`config.mk`:
```
export PLATFORM = sky130hd
export DESIGN_NAME = booth_seq_arbiter_flat
export DESIGN_NICKNAME = d
export VERILOG_FILES = /design/src/rtl/booth_seq_arbiter_pkg.sv /design/src/rtl/booth_seq_arbiter_if.sv /design/src/rtl/booth_seq_arbiter_step.sv /design/src/rtl/booth_seq_arbiter.sv /design/src/flat_wrapper.sv
export SDC_FILE = /design/constraint.sdc
export NUM_CORES = 1
export LEC_CHECK = 0
export ABC_CLOCK_PERIOD_IN_PS = 5840
export BUFFER_PORTS_ARGS = -buffer_cell sky130_fd_sc_hd__buf_4
export CELL_PAD_IN_SITES_DETAIL_PLACEMENT = 0
export CELL_PAD_IN_SITES_GLOBAL_PLACEMENT = 1
export CORE_ASPECT_RATIO = 0.7
export CORE_UTILIZATION = 35
export CTS_BUF_LIST = sky130_fd_sc_hd__clkbuf_16
export DETAILED_ROUTE_END_ITERATION = 12
export HOLD_SLACK_MARGIN = 0.05
export PLACE_DENSITY = 0.69
export SYNTH_ARGS = -nofsm -noshare
export SYNTH_HDL_FRONTEND = slang
export SYNTH_HIERARCHICAL = 1
export SYNTH_SLANG_ARGS = --single-unit
```
`constraint.sdc`:
```
create_clock -name clk -period 5.84 [get_ports clk]
set_clock_uncertainty 0.1 [all_clocks]
set_input_delay 0.292 -clock clk [delete_from_list [all_inputs] [get_ports clk]]
set_output_delay 0.292 -clock clk [all_outputs]
set_load 0.01 [all_outputs]
```
`src/rtl/booth_seq_arbiter_pkg.sv`:
```
// booth_seq_arbiter_pkg: FSM states, Booth step ops and recoding helper
package booth_seq_arbiter_pkg;
    typedef enum logic [1:0] {IDLE = 2'd0, RUN = 2'd1, DONE = 2'd2} state_t;
    typedef enum logic [1:0] {NOP = 2'd0, ADD = 2'd1, SUB = 2'd2} op_t;
    function automatic op_t decode(input logic [1:0] qq);
        return qq == 2'b10 ? SUB : qq == 2'b01 ? ADD : NOP;
    endfunction
endpackage

```
`src/rtl/booth_seq_arbiter_if.sv`:
```
// booth_seq_arbiter_if: two requester channels, one result channel and busy
interface booth_seq_arbiter_if #(parameter int W = 8);
    logic req0_valid, req0_ready, req1_valid, req1_ready;
    logic signed [W-1:0] req0_a, req0_b, req1_a, req1_b;
    logic res_valid, res_ready, res_id, busy;
    logic signed [2*W-1:0] res_prod;
    modport slave(
        input req0_valid, req0_a, req0_b, req1_valid, req1_a, req1_b, res_ready,
        output req0_ready, req1_ready, res_valid, res_prod, res_id, busy
    );
    modport master(
        output req0_valid, req0_a, req0_b, req1_valid, req1_a, req1_b, res_ready,
        input req0_ready, req1_ready, res_valid, res_prod, res_id, busy
    );
endinterface

```
`src/rtl/booth_seq_arbiter_step.sv`:
```
// booth_seq_arbiter_step: one radix-2 Booth add/sub followed by arithmetic right shift
module booth_seq_arbiter_step import booth_seq_arbiter_pkg::*; #(
    parameter int W = 8
) (
    input  logic [W:0]   a,
    input  logic [W-1:0] q,
    input  logic         q_m1,
    input  logic [W:0]   m,
    output logic [W:0]   a_n,
    output logic [W-1:0] q_n,
    output logic         q_m1_n
);
    op_t op;
    logic [W:0] sum;
    always_comb begin
        op = decode({q[0], q_m1});
        sum = op == SUB ? a - m : op == ADD ? a + m : a;
        {a_n, q_n, q_m1_n} = {sum[W], sum, q};
    end
endmodule

```
`src/rtl/booth_seq_arbiter.sv`:
```
// booth_seq_arbiter: round-robin shared sequential Booth multiplier, one step per clock
module booth_seq_arbiter import booth_seq_arbiter_pkg::*; #(
    parameter int W = 8
) (
    input logic clk,
    input logic rst,
    booth_seq_arbiter_if.slave bus
);
    localparam int CW = $clog2(W + 1);
    state_t state, state_n;
    logic [CW-1:0] cnt;
    logic last_grant, id, sel, accept, last_step, q_m1, q_m1_n, id_r;
    logic [W:0] a, m, a_n;
    logic [W-1:0] q, q_n;
    logic [2*W-1:0] prod_r;

    assign sel = bus.req0_valid && bus.req1_valid ? !last_grant : bus.req1_valid;
    assign bus.req0_ready = state == IDLE && !rst && bus.req0_valid && !sel;
    assign bus.req1_ready = state == IDLE && !rst && bus.req1_valid && sel;
    assign accept = bus.req0_ready | bus.req1_ready;
    assign last_step = state == RUN && cnt == CW'(W - 1);
    assign bus.res_valid = state == DONE;
    assign bus.busy = state != IDLE;
    assign bus.res_prod = prod_r;
    assign bus.res_id = id_r;

    booth_seq_arbiter_step #(.W(W)) u_step (
        .a(a), .q(q), .q_m1(q_m1), .m(m),
        .a_n(a_n), .q_n(q_n), .q_m1_n(q_m1_n)
    );

    always_comb begin
        state_n = state;
        state_n = state == IDLE ? (accept ? RUN : IDLE)
                : state == RUN  ? (last_step ? DONE : RUN)
                : (bus.res_ready ? IDLE : DONE);
    end

    always_ff @(posedge clk) begin
        if (rst) begin
            state <= IDLE;
            cnt <= '0;
            last_grant <= 1'b1;
            id <= 1'b0;
            a <= '0;
            q <= '0;
            q_m1 <= 1'b0;
            m <= '0;
            prod_r <= '0;
            id_r <= 1'b0;
        end else begin
            state <= state_n;
            if (accept) begin
                a <= '0;
                q <= sel ? bus.req1_a : bus.req0_a;
                q_m1 <= 1'b0;
                m <= sel ? {bus.req1_b[W-1], bus.req1_b} : {bus.req0_b[W-1], bus.req0_b};
                cnt <= '0;
                id <= sel;
                last_grant <= sel;
            end else if (state == RUN) begin
                a <= a_n;
                q <= q_n;
                q_m1 <= q_m1_n;
                cnt <= cnt + 1'b1;
                if (last_step) begin
                    prod_r <= {a_n[W-1:0], q_n};
                    id_r <= id;
                end
            end
        end
    end
endmodule

```
`src/flat_wrapper.sv`:
```
// flat-port wrapper written by rule: the top's interface ports become plain ports
module booth_seq_arbiter_flat import booth_seq_arbiter_pkg::*;
#(
    parameter int W = 8
)
  (clk, rst, bus_req0_valid, bus_req0_a, bus_req0_b, bus_req1_valid, bus_req1_a, bus_req1_b, bus_res_ready, bus_req0_ready, bus_req1_ready, bus_res_valid, bus_res_prod, bus_res_id, bus_busy);
  booth_seq_arbiter_if #(.W(W)) bus_i ();
  input logic clk;
  input logic rst;
  input wire logic [$bits(bus_i.req0_valid)-1:0] bus_req0_valid;
  input wire logic [$bits(bus_i.req0_a)-1:0] bus_req0_a;
  input wire logic [$bits(bus_i.req0_b)-1:0] bus_req0_b;
  input wire logic [$bits(bus_i.req1_valid)-1:0] bus_req1_valid;
  input wire logic [$bits(bus_i.req1_a)-1:0] bus_req1_a;
  input wire logic [$bits(bus_i.req1_b)-1:0] bus_req1_b;
  input wire logic [$bits(bus_i.res_ready)-1:0] bus_res_ready;
  output wire logic [$bits(bus_i.req0_ready)-1:0] bus_req0_ready;
  output wire logic [$bits(bus_i.req1_ready)-1:0] bus_req1_ready;
  output wire logic [$bits(bus_i.res_valid)-1:0] bus_res_valid;
  output wire logic [$bits(bus_i.res_prod)-1:0] bus_res_prod;
  output wire logic [$bits(bus_i.res_id)-1:0] bus_res_id;
  output wire logic [$bits(bus_i.busy)-1:0] bus_busy;
  assign bus_i.req0_valid = bus_req0_valid;
  assign bus_i.req0_a = bus_req0_a;
  assign bus_i.req0_b = bus_req0_b;
  assign bus_i.req1_valid = bus_req1_valid;
  assign bus_i.req1_a = bus_req1_a;
  assign bus_i.req1_b = bus_req1_b;
  assign bus_i.res_ready = bus_res_ready;
  assign bus_req0_ready = bus_i.req0_ready;
  assign bus_req1_ready = bus_i.req1_ready;
  assign bus_res_valid = bus_i.res_valid;
  assign bus_res_prod = bus_i.res_prod;
  assign bus_res_id = bus_i.res_id;
  assign bus_busy = bus_i.busy;
  booth_seq_arbiter #(.W(W)) u_core (.clk(clk), .rst(rst), .bus(bus_i));
endmodule
```
==> impl_metrics.py <==
metrics = {
    "synthesis": {
        "synth_seq_cells": 51,
        "syn_avg_cell_area_um2": 7.88,
        "syn_area_mm2": 0.00313,
        "synth_nets": 453,
        "yosysSeqAreaShare_pct": 32.6,
        "synthFlopType": "dfxtp_1",
        "ys_types": 56,
        "yosysTopAreaCellShare_pct": 32.6,
        "synth_warnings": 6,
        "yosys-top-cells-count": "51 x dfxtp_1, 47 x a21oi_1, 47 x nand2_1",
        "ys_top_cells_by_area": "dfxtp_1 33%, a21oi_1 7.5%, ha_1 6.8%",
        "synth_edf_count": 0,
        "async_flop_share_pct": 0,
        "synth_most_common_cell": "dfxtp_1",
        "synth_area_leader_cell": "dfxtp_1",
        "syn_inst": 397,
    },
    "sta": {
        "slew_viol_final": 0,
        "whs_ns": 0.169,
        "rsz0062_at_grt": "no",
        "layout_setup_ws_ns": 3.17,
        "finalSetupViolCount": 0,
        "slew_headroom_pct": 30.3,
        "worstMarginPinSlew_ns": 1.05,
        "min_period_ns": 2.67,
        "setup-tns-final_ns": 0,
        "fmax_mhz": 375,
        "min_period_over_period_pct": 45.7,
        "hold_viol_final": 0,
    },
    "clock_tree": {
        "cts_buffers": 5,
        "ctsHoldBuffers": 0,
        "clock_latency_ns": 0.29,
        "cts.sinks": 51,
        "clkTransAtPathRegs_ns": 0.07,
        "postCtsSetupBuffers": 0,
        "cts_htree_levels": 2,
        "cts-root-buf": "clkbuf_16",
        "post_cts_resized": 0,
        "cts_tree": "done",
        "cts_buffer_depth": 2,
    },
    "run": {
        "max_cap_viol_count": 0,
    },
    "layout": {
        "diodes": 0,
        "post-route-cell-area_mm2": 0.00366,
        "post_route_cells_drive_above_1_share_pct": 17.5,
        "multiInputGateArea_mm2": 0.00182,
        "fin_nets": 484,
        "stdcell_count": 549,
        "syn_to_final_growth_pct": 17.0,
        "n_fill_cell": 920,
        "final_core_util_pct": 42.8,
        "final-seq-area_mm2": 0.00102,
    },
    "hold_path": {
        "hold_path.class": "input port to flip-flop",
    },
    "global_routing": {
        "grt_pass1_wl_um": 14200,
        "gr-total-overflow": 0,
        "grt_start_max_net_pins": 39,
        "track_usage_pct": 19.9,
        "grt_pass1_vias": 2757,
        "antenna_found_initial": 0,
    },
    "drt": {
        "routedWlPerCell_um": 15.8,
        "drtIter0Drc": 165,
        "route.detailed.drc": 0,
        "wirelength_um": 8660,
        "vias": 2908,
        "viasPerCell": 5.30,
        "dr.pass1.iters": 4,
        "drtAntennaViolNets": 0,
    },
    "outcome": {
        "status": "completed",
    },
    "pwr": {
        "powerDensity_mw_per_mm2": 224,
        "power_mw": 0.819,
        "ir_drop_mv": 0.102,
        "p_leak_nw": 1.50,
    },
    "placed_design": {
        "hpwl_um": 6440,
        "dp.cells": 541,
        "postPlaceCellArea_mm2": 0.00352,
        "portBuffers": 57,
        "dp_slack_ns": 3.18,
        "gp_congestion": 0.824,
    },
    "floorplanning": {
        "start_util_pct": 36.6,
        "core-area_mm2": 0.00855,
        "die_h_um": 81.1,
        "dieArea_mm2": 0.00933,
        "die_x_um": 115,
        "ios": 58,
        "num_rows": 28,
    },
    "worst_setup_path": {
        "cp.required_ns": 5.97,
        "setup.worst_path.class": "flip-flop to flip-flop",
        "end_kind": "flip-flop",
        "critPathArrivalTime_ns": 2.79,
        "worst-path-max-fanout": 7,
        "regToRegSetupSlack_ns": 3.17,
        "startpoint_type": "flip-flop",
    },
}
report_power, final:
part           internal (mW)  total, mW  switching, mW
combinational         0.0640      0.153         0.0891
sequential             0.361      0.379         0.0179
clock                  0.157      0.287          0.130
final timing paths:
check / endpoint / cells after the start / from
max: u_core/bus.res_prod[15] / 10 / u_core/m[6]
min reg2reg: u_core/a[8] / 2 / u_core/a[8]
max reg2reg: u_core/bus.res_prod[15] / 10 / u_core/m[6]
min: u_core/m[5] / 3 / bus_req0_b[5]
layout by cell type, fill, tap and decap left out, types with 5 or more instances in the layout:
| cell type | count |
|---|---|
| nand3_1 | 21 |
| dfxtp_1 | 51 |
| nor3_1 | 7 |
| nand2_1 | 47 |
| nand2b_1 | 7 |
| o21ai_0 | 29 |
| nor2b_1 | 7 |
| a311oi_1 | 8 |
| nor2_1 | 19 |
| buf_4 | 59 |
| ha_1 | 17 |
| inv_1 | 23 |
| clkbuf_16 | 5 |
| a21oi_1 | 47 |
| mux2i_1 | 10 |
logic make-up after synthesis:
| logic type | after synthesis | synth area share (%) |
|---|---|---|
| multiplexers | 10 | 3.20 |
| flip-flops | 51 | 32.6 |
| AND/OR/NAND/NOR | 130 | 20.1 |
| XOR/XNOR | 3 | 0.840 |
| buffers and inverters | 57 | 9.16 |
| AO/OA/AOI/OAI | 127 | 26.0 |
| adder cells (fa/ha/maj) | 19 | 8.08 |
sequential cells by signal, summed over array words and instances (netlist names):
signal / count
u_core/m: 8
u_core/a: 9
u_core/last_grant: 1
u_core/bus.res_prod: 16
u_core/state: 2
u_core/id: 1
u_core/bus.res_id: 1
u_core/cnt: 4
u_core/q: 8
u_core/q_m1: 1
per-layer routing:
layer  track usage (%)  share of wire, %
met1              30.0                53
met2              27.6                40
met3              4.85               5.9
met4              5.19              0.99
met5                 0                 0
layout make-up:
cell class | count | area share, %
tap | 120 | 4.10
clock buffer | 5 | 3.42
inverter | 22 | 2.26
multi-input combinational | 289 | 49.8
sequential | 51 | 27.9
clock inverter | 3 | 0.444
timing repair buffer | 59 | 12.1
worst max-delay path: stages (launching register included):
cell     delay (ns)
dfxtp_1        0.41
inv_1          0.07
ha_1           0.43
inv_1          0.10
a221o_1        0.36
a221o_1        0.37
mux2i_1        0.15
nand3_1        0.12
xor2_1         0.24
nand3_1        0.10
a21oi_1        0.14
Note: power is estimated with default switching activity, not from simulation.
